<file path="src/rtl/array_counter_pkg.sv">
// array_counter_pkg: shared mode enum and per-counter next-state result type
package array_counter_pkg;
  typedef enum logic {CNT_WRAP, CNT_SAT} cnt_mode_e;
  localparam int RES_W = 32;
  typedef struct packed {
    logic [RES_W-1:0] value;
    logic             ovf;
    logic             unf;
  } cnt_res_t;
endpackage

</file>
<file path="src/rtl/array_counter_cell.sv">
// array_counter_cell: combinational next value of one counter with net step, clear, wrap/saturate
module array_counter_cell
  import array_counter_pkg::*;
#(
  parameter int        W     = 6,
  parameter int        STEPW = 3,
  parameter cnt_mode_e MODE  = CNT_WRAP
) (
  input  logic [W-1:0]     cur,
  input  logic [STEPW-1:0] inc_amt,
  input  logic [STEPW-1:0] dec_amt,
  input  logic             clr,
  output logic [W-1:0]     nxt,
  output logic             ovf,
  output logic             unf
);
  logic signed [W+1:0] r;
  cnt_res_t            res;
  logic                unused_hi;
  always_comb begin
    r         = $signed({2'b00, cur}) + $signed((W+2)'(inc_amt)) - $signed((W+2)'(dec_amt));
    res.ovf   = !clr && !r[W+1] && r[W];
    res.unf   = !clr && r[W+1];
    res.value = RES_W'((clr || (res.unf && MODE == CNT_SAT)) ? '0 :
                       (res.ovf && MODE == CNT_SAT) ? {W{1'b1}} : r[W-1:0]);
  end
  assign nxt       = res.value[W-1:0];
  assign ovf       = res.ovf;
  assign unf       = res.unf;
  assign unused_hi = |res.value[RES_W-1:W];
endmodule

</file>
<file path="src/rtl/array_counter_v2.sv">
// array_counter_v2: bank of N addressed up/down counters; sticky error capture under ARRAY_COUNTER_ERR_EN
module array_counter_v2
  import array_counter_pkg::*;
#(
  parameter int W     = 6,
  parameter int N     = 8,
  parameter int STEPW = 3,
  parameter int SAT   = 0,
  parameter int IDW   = $clog2(N)
) (
  input  logic                clk,
  input  logic                rst,
  input  logic                inc,
  input  logic [IDW-1:0]      inc_id,
  input  logic [STEPW-1:0]    inc_step,
  input  logic                dec,
  input  logic [IDW-1:0]      dec_id,
  input  logic [STEPW-1:0]    dec_step,
  input  logic                clr,
  input  logic [IDW-1:0]      clr_id,
  input  logic [IDW-1:0]      rd_id,
  output logic [W-1:0]        rd_cnt,
  output logic [N-1:0][W-1:0] cnt,
  output logic [N-1:0]        zero,
  output logic                ovf_err,
  output logic                unf_err,
  output logic [IDW-1:0]      err_id,
  input  logic                err_clr
);
  localparam cnt_mode_e MODE = (SAT != 0) ? CNT_SAT : CNT_WRAP;
  logic [N-1:0][W-1:0] cnt_q, cnt_d;
  logic [W-1:0]        rd_cnt_q, rd_cnt_d;
  logic [N-1:0]        ovf_v, unf_v;
  for (genvar i = 0; i < N; i++) begin : g_cell
    array_counter_cell #(.W(W), .STEPW(STEPW), .MODE(MODE)) u_cell (
      .cur     (cnt_q[i]),
      .inc_amt ((inc && inc_id == IDW'(i)) ? inc_step : '0),
      .dec_amt ((dec && dec_id == IDW'(i)) ? dec_step : '0),
      .clr     (clr && clr_id == IDW'(i)),
      .nxt     (cnt_d[i]),
      .ovf     (ovf_v[i]),
      .unf     (unf_v[i])
    );
  end
  // read samples the pre-update value; ids past N read as zero
  always_comb rd_cnt_d = ({1'b0, rd_id} < (IDW+1)'(N)) ? cnt_q[rd_id] : '0;
  always_ff @(posedge clk) begin
    if (rst) begin
      cnt_q    <= '0;
      rd_cnt_q <= '0;
    end else begin
      cnt_q    <= cnt_d;
      rd_cnt_q <= rd_cnt_d;
    end
  end
  always_comb for (int i = 0; i < N; i++) zero[i] = cnt_q[i] == '0;
  assign cnt    = cnt_q;
  assign rd_cnt = rd_cnt_q;
`ifdef ARRAY_COUNTER_ERR_EN
  logic           ovf_q, ovf_d, unf_q, unf_d;
  logic [IDW-1:0] err_id_q, err_id_d, ovf_id, unf_id;
  always_comb begin
    ovf_id = '0;
    unf_id = '0;
    for (int i = 0; i < N; i++) begin
      if (ovf_v[i]) ovf_id = IDW'(i);
      if (unf_v[i]) unf_id = IDW'(i);
    end
    ovf_d    = (ovf_q && !err_clr) || |ovf_v;
    unf_d    = (unf_q && !err_clr) || |unf_v;
    err_id_d = ((|ovf_v || |unf_v) && (err_clr || !(ovf_q || unf_q))) ?
               (|ovf_v ? ovf_id : unf_id) : err_id_q;
  end
  always_ff @(posedge clk) begin
    if (rst) begin
      ovf_q    <= 1'b0;
      unf_q    <= 1'b0;
      err_id_q <= '0;
    end else begin
      ovf_q    <= ovf_d;
      unf_q    <= unf_d;
      err_id_q <= err_id_d;
    end
  end
  assign ovf_err = ovf_q;
  assign unf_err = unf_q;
  assign err_id  = err_id_q;
`else
  logic [2*N:0] unused_err;
  assign unused_err = {err_clr, ovf_v, unf_v};
  assign ovf_err    = 1'b0;
  assign unf_err    = 1'b0;
  assign err_id     = '0;
`endif
endmodule

</file>
<file path="config.mk">
export PLATFORM = sky130hd
export DESIGN_NAME = array_counter_v2
export DESIGN_NICKNAME = d
export VERILOG_FILES = /design/src/rtl/array_counter_pkg.sv /design/src/rtl/array_counter_cell.sv /design/src/rtl/array_counter_v2.sv
export SDC_FILE = /design/constraint.sdc
export NUM_CORES = 1
export LEC_CHECK = 0
export CORE_UTILIZATION = 53
export CTS_CLUSTER_SIZE = 20
export DETAILED_ROUTE_END_ITERATION = 7
export GPL_ROUTABILITY_DRIVEN = 0
export PLACE_DENSITY = 0.82
export SLEW_MARGIN = 30
export SYNTH_ARGS = -nofsm -noshare
export SYNTH_HDL_FRONTEND = slang
export SYNTH_SLANG_ARGS = --single-unit
</file>
<file path="constraint.sdc">
create_clock -name clk -period 3.15 [get_ports clk]
set_clock_uncertainty 0.1 [all_clocks]
set_input_delay 0.4725 -clock clk [delete_from_list [all_inputs] [get_ports clk]]
set_output_delay 0.4725 -clock clk [all_outputs]
set_load 0.01 [all_outputs]
</file>
==> results.md, run 1 <==
- Worst Setup Start Kind: input pin
- Mapped Cells: 523
- DRT iter0 DRCs: 217
- Critical-path maximum fanout: 6
- Fmax achieved: 0.3383 GHz
- Final Max Tran Viols: 0
- Vias: 4084
- Async S/R FF share, synth: 0%
- Yosys reg bits: 54
- Combinational power share: 62.2%
- Routed WL per cell: 16.10 um
- Cts repair resizes: 0
- Vert. Die Dim: 94.61 um
- Final setup vio count: 0
- Static Leakage: 2.615 nW
- Clk slew on worst S/H paths: 90 ps
- Grt ovf: 0
- Placed wire-length estimate: 9.991 mm
- Crit. End Element: register
- Area of the mapped netlist: 0.004546 mm2
- Remaining antenna violation count after routing: 0
- R2R Setup Slk: 780 ps
- Ys flop type: dfxtp_1
- DP Cell Count: 729
- Synth cell types: 41
- Clk sinks: 54
- Top-Level Pins: 91
- Final period util: 93.85%
- Final min period: 2956 ps
- Tightest Hold Check Type: reg2reg
- CP cell instances: clkdlybuf4s50_1 -> and3_1 -> nand3_1 -> fa_1 -> inv_1 -> fa_1 -> a21o_1 -> a21oi_1 -> xor2_1 -> nor2_1
- Vias per inst: 5.556
- Reg2reg end: cnt[22]$_SDFF_PP0_
- Initial antenna violation count: 0
- Register area share after synthesis: 23.78%
- Hold path cells: 4
- N_diodes: 0
- Tightest Pin Transition: 662.3 ps
- DRC viols: 0
- Inserted Clock Buffers: 5
- Largest net degree at the start of global routing: 20
- Fin. Hold Viols: 0
- CP peak stage delay: 540 ps
- Sw Ratio: 40.49%
- Port bufs: 84
- Non-filler cells, final: 735
- CTS max path bufs: 2
- Cts hold-fix bufs: 0
- Clock share of power: 10.4%
- R2R Path Start: cnt[19]$_SDFF_PP0_
- Crit Path Category: in2reg
- Net switching power: 1.572 mW
- Core area: 0.008258 mm2
- Nets: 735
- Die width: 94.61 um
- Most used cell, CP: fa_1
- CP Data Arrival Time: 3070 ps
- Full die area: 0.008951 mm2
- Max-cap viol count: 0
- Post-CTS Setup Bufs: 0
- Total iterations of the first detailed-routing run: 4
- Area delta synth->final: 26.09%
- Hold Startpoint: cnt[5]$_SDFF_PP0_
- Post-synth EDFFs: 0
- WL final: 11.83 mm
- Initial core utilization: 55.05%
- Clk Latency, worst-skew pair: 320 ps
- Overall power: 3.884 mW
- CP required: 3260 ps
- Rel. slew slack: 55.71%
- First-pass GRT wire length: 19.38 mm
- GR Util All Layers: 28.56%
- Run status: finished clean
- Clock Tree Root: clkbuf_8
- Max stage delay cell, worst path: clkdlybuf4s50_1
- Vias in the first global route: 4147
- P per Cell Area: 677.6 mW/mm2
- Share of cells above drive strength 1: 6.984%
- R2R cell count: 8
- Fillers: 650
- H-tree Lvls: 2
- CTS tree: built
- Int Pwr: 2.311 mW
- Synth warn: 0
- Sequential power share: 27.4%
- Maximum vdd drop: 0.0003677 V
- Average cell area after synthesis: 8.691 um2
- FP Rows: 33
- RSZ-0062 raised after global routing: no
- Worst hold endpoint: cnt[5]$_SDFF_PP0_
[state kept, by name, indices dropped and copies added, names as in the netlist]
name,cells
cnt,48
rd_cnt,6
[cell usage in the layout, fill, tap and decap left out]
cell type | netlist | routed
or2_1 | 3 | 3
and3_1 | 5 | 5
clkdlybuf4s50_1 | 0 | 84
nand2b_1 | 8 | 8
o21ai_0 | 2 | 2
ha_1 | 56 | 56
and3b_1 | 2 | 2
o21ai_1 | 1 | 1
a21oi_1 | 27 | 27
conb_1 | 1 | 5
xor2_1 | 13 | 13
dfxtp_1 | 54 | 54
or3_1 | 1 | 1
nand2_1 | 25 | 25
xnor2_1 | 5 | 5
a31o_2 | 2 | 2
a21o_1 | 16 | 16
a22o_1 | 6 | 6
nor3b_1 | 1 | 1
mux4_2 | 8 | 8
or2_2 | 1 | 1
inv_1 | 91 | 91
nand3_1 | 27 | 27
mux2i_1 | 7 | 7
a31oi_1 | 4 | 4
nor2b_1 | 15 | 15
and2_1 | 15 | 15
a31o_1 | 3 | 3
a41oi_1 | 1 | 1
and4_1 | 8 | 8
fa_1 | 24 | 24
clkbuf_8 | 0 | 6
nor4bb_1 | 1 | 1
mux4_1 | 4 | 4
nand4_1 | 8 | 8
nor3_1 | 6 | 6
buf_4 | 6 | 27
a41o_1 | 1 | 1
nor2_1 | 57 | 57
[cell families (layout without fill, tap and decap cells)]
logic type	count (synthesis)	in the layout	synth area share [%]
buffers and inverters	105	208	9.413
other	1	5	0.08250
XOR/XNOR	18	18	3.468
AND/OR/NAND/NOR	183	183	20.42
adder cells (fa/ha/maj)	80	80	25.98
flip-flops	54	54	23.78
multiplexers	19	19	7.817
AO/OA/AOI/OAI	63	63	9.028
[critical path: cells and delay by family]
| kind | cells | cell delay (ps) |
|---|---|---|
| buffers and inverters | 2 | 610 |
| AO/OA/AOI/OAI | 2 | 360 |
| AND/OR/NAND/NOR | 3 | 480 |
| XOR/XNOR | 1 | 170 |
| adder cells (fa/ha/maj) | 2 | 960 |
[power groups by stage]
stage,registers (mW),clock network [mW],logic [mW]
2_1_floorplan,1.09,0,1.45
3_3_place_gp,1.07,0,2.29
3_5_place_dp,1.08,0,2.40
4_1_cts,1.06,0.405,2.42
5_1_grt,1.09,0.419,2.70
6_report,1.06,0.403,2.42
[how the worst max path moves through the flow]
stage          startpoint                  to  slack [ps]
2_1_floorplan   inc_id[1]  cnt[10]$_SDFF_PP0_         480
3_3_place_gp    inc_id[2]  cnt[46]$_SDFF_PP0_         -40
3_5_place_dp    inc_id[2]  cnt[46]$_SDFF_PP0_        -100
4_1_cts               dec  cnt[10]$_SDFF_PP0_         220
5_1_grt               dec  cnt[15]$_SDFF_PP0_           7
6_report        inc_id[2]  cnt[46]$_SDFF_PP0_         190
[routing by layer]
layer	part of all wire [%]	wire length, um	track usage, %
met1	41	4887	35.64
met3	6.3	751	4.267
met5	0	0	0
met4	2.0	236	8.712
met2	50	5954	50.54
[cells in the mapped netlist, drive strengths merged, types with 3 or more instances]
master | n | area share, %
a31o | 5 | 0.96
ha | 56 | 15
nand3 | 27 | 3.0
mux4 | 12 | 6.3
or2 | 4 | 0.55
nand4 | 8 | 1.1
dfxtp | 54 | 24
and2 | 15 | 2.1
nor2 | 57 | 4.7
nor3 | 6 | 0.66
o21ai | 3 | 0.33
a21o | 16 | 2.6
a31oi | 4 | 0.55
buf | 11 | 1.7
xnor2 | 5 | 0.96
xor2 | 13 | 2.5
fa | 24 | 11
nor2b | 15 | 2.1
nand2b | 8 | 1.1
a22o | 6 | 1.2
clkbuf | 3 | 0.25
nand2 | 25 | 2.1
and3 | 5 | 0.69
and4 | 8 | 1.5
inv | 91 | 7.5
a21oi | 27 | 3.0
mux2i | 7 | 1.5
[final cells by class]
class,instances,area (um2),area share (%)
sequential,54,1081,18.86
timing repair buffer,111,1044,18.21
inverter,91,341.6,5.959
clock buffer,6,82.58,1.441
multi-input combinational,368,3052,53.24
tap,105,131.4,2.292
[through the flow]
stage | setup WS [ps] | utilization [%] | instance area, um2 | hold slack (ps) | setup TNS [ps]
2_1_floorplan | 476.5 | - | 4561 | 554.7 | 0
5_1_grt | 7.246 | 69.41 | 5732 | 633.3 | 0
3_5_place_dp | -100.3 | 68.41 | 5649 | 587.3 | -431.6
3_3_place_gp | -38.04 | 68.41 | 5649 | 552.6 | -72.00
6_report | 193.8 | 69.41 | 5732 | 601.5 | 0
4_1_cts | 216.0 | 69.41 | 5732 | 609.6 | 0
Note: power is estimated with default switching activity, not from simulation.
==> run 2, diff against run 1 <==
--- a/config.mk
+++ b/config.mk
@@ -5,6 +5,7 @@
 export SDC_FILE = /design/constraint.sdc
 export NUM_CORES = 1
 export LEC_CHECK = 0
+export CORE_MARGIN = 10
 export CORE_UTILIZATION = 53
 export CTS_CLUSTER_SIZE = 20
 export DETAILED_ROUTE_END_ITERATION = 7
==> results.md, run 2 (synthesized netlist as in run 1, its figures left out) <==
- Routed WL per cell: 17.33 um (+7.6%)
- Final setup vio count: 0 (unchanged)
- Fillers: 649 (-0.15%)
- Post-CTS Setup Bufs: 0 (unchanged)
- Tightest Hold Check Type: reg2reg
- Initial antenna violation count: 0 (unchanged)
- Metal-1 WL: 5.291 mm (+8.3%)
- Reg2reg end: cnt[22]$_SDFF_PP0_
- Most frequent cells in the layout: inv_1 (91), clkdlybuf4s50_1 (84), nor2_1 (57)
- Min Hold Slack: 582.9 ps (-18.68 ps)
- Nets: 736 (+0.14%)
- Overall power: 3.898 mW (+0.37%)
- DP Cell Count: 730 (+0.14%)
- Worst Setup EP: cnt[10]$_SDFF_PP0_
- Final min period: 2982 ps (+25.36 ps)
- Crit Path Category: in2reg
- CP Depth: 10 (unchanged)
- Most common cell after layout, fill and taps aside: inv_1
- FP Rows: 33 (unchanged)
- Area after DPL: 0.005657 mm2 (+0.13%)
- Static Leakage: 2.623 nW (+0.30%)
- Clk Latency, worst-skew pair: 310 ps (about the same)
- P per Cell Area: 678.6 mW/mm2 (+0.16%)
- Vert. Die Dim: 112.6 um (+19%)
- Combinational power share: 62.5% (+0.3 points)
- Fmax achieved: 0.3354 GHz (-0.85%)
- GR Util All Layers: 19.79% (-8.8 points)
- Final Max Tran Viols: 0 (unchanged)
- Max-cap viol count: 0 (unchanged)
- Maximum vdd drop: 0.0004200 V (+14%)
- Met2 wire length: 6.312 mm (+6.0%)
- Grt ovf: 0 (unchanged)
- Core area: 0.008299 mm2 (+0.50%)
- CTS tree: built
- Top-Level Pins: 91 (unchanged)
- Share of cells above drive strength 1: 7.290% (+0.31 points)
- Clk slew on worst S/H paths: 90 ps (about the same)
- Core Util, Final: 69.21% (-0.19 points)
- Critical Path Source: dec
- Clock Tree Root: clkbuf_8
- Vias: 4081 (-0.073%)
- Total iterations of the first detailed-routing run: 5 (+1)
- DRC viols: 0 (unchanged)
- Int Pwr: 2.313 mW (about the same)
- Final period util: 94.65% (+0.81 points)
- Hold path cells: 2 (-2)
- First-pass GRT wire length: 20.84 mm (+7.5%)
- CP peak stage delay: 500 ps (-40 ps)
- Clock share of power: 10.2% (-0.2 points)
- Metal3 WL: 961 um (+28%)
- Sw Ratio: 40.67% (+0.19 points)
- Rel. slew slack: 55.20% (-0.51 points)
- Top Layer Used: met4
- Run status: finished clean
- CP cell instances: clkdlybuf4s50_1 -> nor2b_1 -> nand2_1 -> nor2_1 -> fa_1 -> fa_1 -> nor2b_1 -> o21ai_0 -> and3_1 -> nor3_1
- R2R cell count: 8 (unchanged)
- CP Data Arrival Time: 3120 ps (+50 ps)
- Worst path bufs/invs: 1 (-1)
- H-tree Lvls: 2 (unchanged)
- WL final: 12.75 mm (+7.8%)
- Pre-CTS setup slack: -185.0 ps (-84.73 ps)
- CP required: 3290 ps (+30 ps)
- Cts hold-fix bufs: 0 (unchanged)
- Full die area: 0.01268 mm2 (+42%)
- Area delta synth->final: 26.37%
- Tightest Pin Transition: 669.8 ps (+7.566 ps)
- Placed wire-length estimate: 10.84 mm (+8.5%)
- Setup TNS: 0 ps (unchanged)
- Port bufs: 84 (unchanged)
- Max stage delay cell, worst path: fa_1
- Critical-path maximum fanout: 4 (-2)
- R2R Setup Slk: 820 ps (+40 ps)
- DRT iter0 DRCs: 255 (+18%)
- Initial core utilization: 54.77% (-0.27 points)
- Net switching power: 1.586 mW (+0.83%)
- Clk sinks: 54 (unchanged)
- Vias in the first global route: 4293 (+3.5%)
- Largest delay share family, worst path: simple AND/OR/NAND/NOR gates
- Max reg flops: 48 (unchanged)
- R2R Path Start: cnt[19]$_SDFF_PP0_
- Largest net degree at the start of global routing: 20 (unchanged)
- Worst Setup Start Kind: input pin
- RSZ-0062 raised after global routing: no
- Non-filler cells, final: 736 (+0.14%)
- Crit. End Element: register
- Sequential power share: 27.3% (about the same)
- Vias per inst: 5.545 (-0.21%)
- Inserted Clock Buffers: 5 (unchanged)
- N_diodes: 0 (unchanged)
- Remaining antenna violation count after routing: 0 (unchanged)
- CTS max path bufs: 2 (unchanged)
- Cts repair resizes: 0 (unchanged)
- Die width: 112.6 um (+19%)
- Finished Cell Area: 0.005744 mm2 (+0.22%)
- Final worst slack: 168.5 ps (-25.36 ps)
- Fin. Hold Viols: 0 (unchanged)
==> run 2: cell types whose count changed in the layout (fill, tap and decap cells not counted), sizes merged <==
cell  before  now
buf       27   28
==> run 2: final cells by class <==
class | count | area (um2) | share of cell area (%)
Tap cell | 105 | 131.4 | 2.287
Sequential cell | 54 | 1081 | 18.82
Inverter | 91 | 341.6 | 5.946
Clock buffer | 6 | 82.58 | 1.438
Multi-Input combinational cell | 368 | 3057 | 53.21
Timing Repair Buffer | 112 | 1051 | 18.30
==> run 2: worst min path at each step <==
stage | startpoint | to
2_1_floorplan | cnt[18]$_SDFF_PP0_ | cnt[18]$_SDFF_PP0_
3_3_place_gp | cnt[42]$_SDFF_PP0_ | cnt[42]$_SDFF_PP0_
3_5_place_dp | cnt[6]$_SDFF_PP0_ | cnt[6]$_SDFF_PP0_
4_1_cts | cnt[6]$_SDFF_PP0_ | cnt[6]$_SDFF_PP0_
5_1_grt | cnt[18]$_SDFF_PP0_ | cnt[18]$_SDFF_PP0_
6_report | cnt[6]$_SDFF_PP0_ | cnt[6]$_SDFF_PP0_
==> run 2: tightest hold or removal path, cell delays in order, from the launching register on <==
cell and delay (ps):
dfxtp_1 410, ha_1 150, and2_1 100
==> run 2: layer usage <==
metal	up-vias	GRT usage [%]
met4	0	5.076
met5	-	0
met3	15	4.100
met2	149	35.18
li1	1957	-
met1	1960	23.55
==> run 2: power groups by stage <==
stage | Clock, mW | Combinational, mW | Sequential [mW]
final | 0.396 | 2.44 | 1.07
after CTS | 0.397 | 2.44 | 1.06
after floorplan | 0 | 1.45 | 1.09
after global placement | 0 | 2.32 | 1.07
after detailed placement | 0 | 2.43 | 1.08
after global routing | 0.420 | 2.71 | 1.09
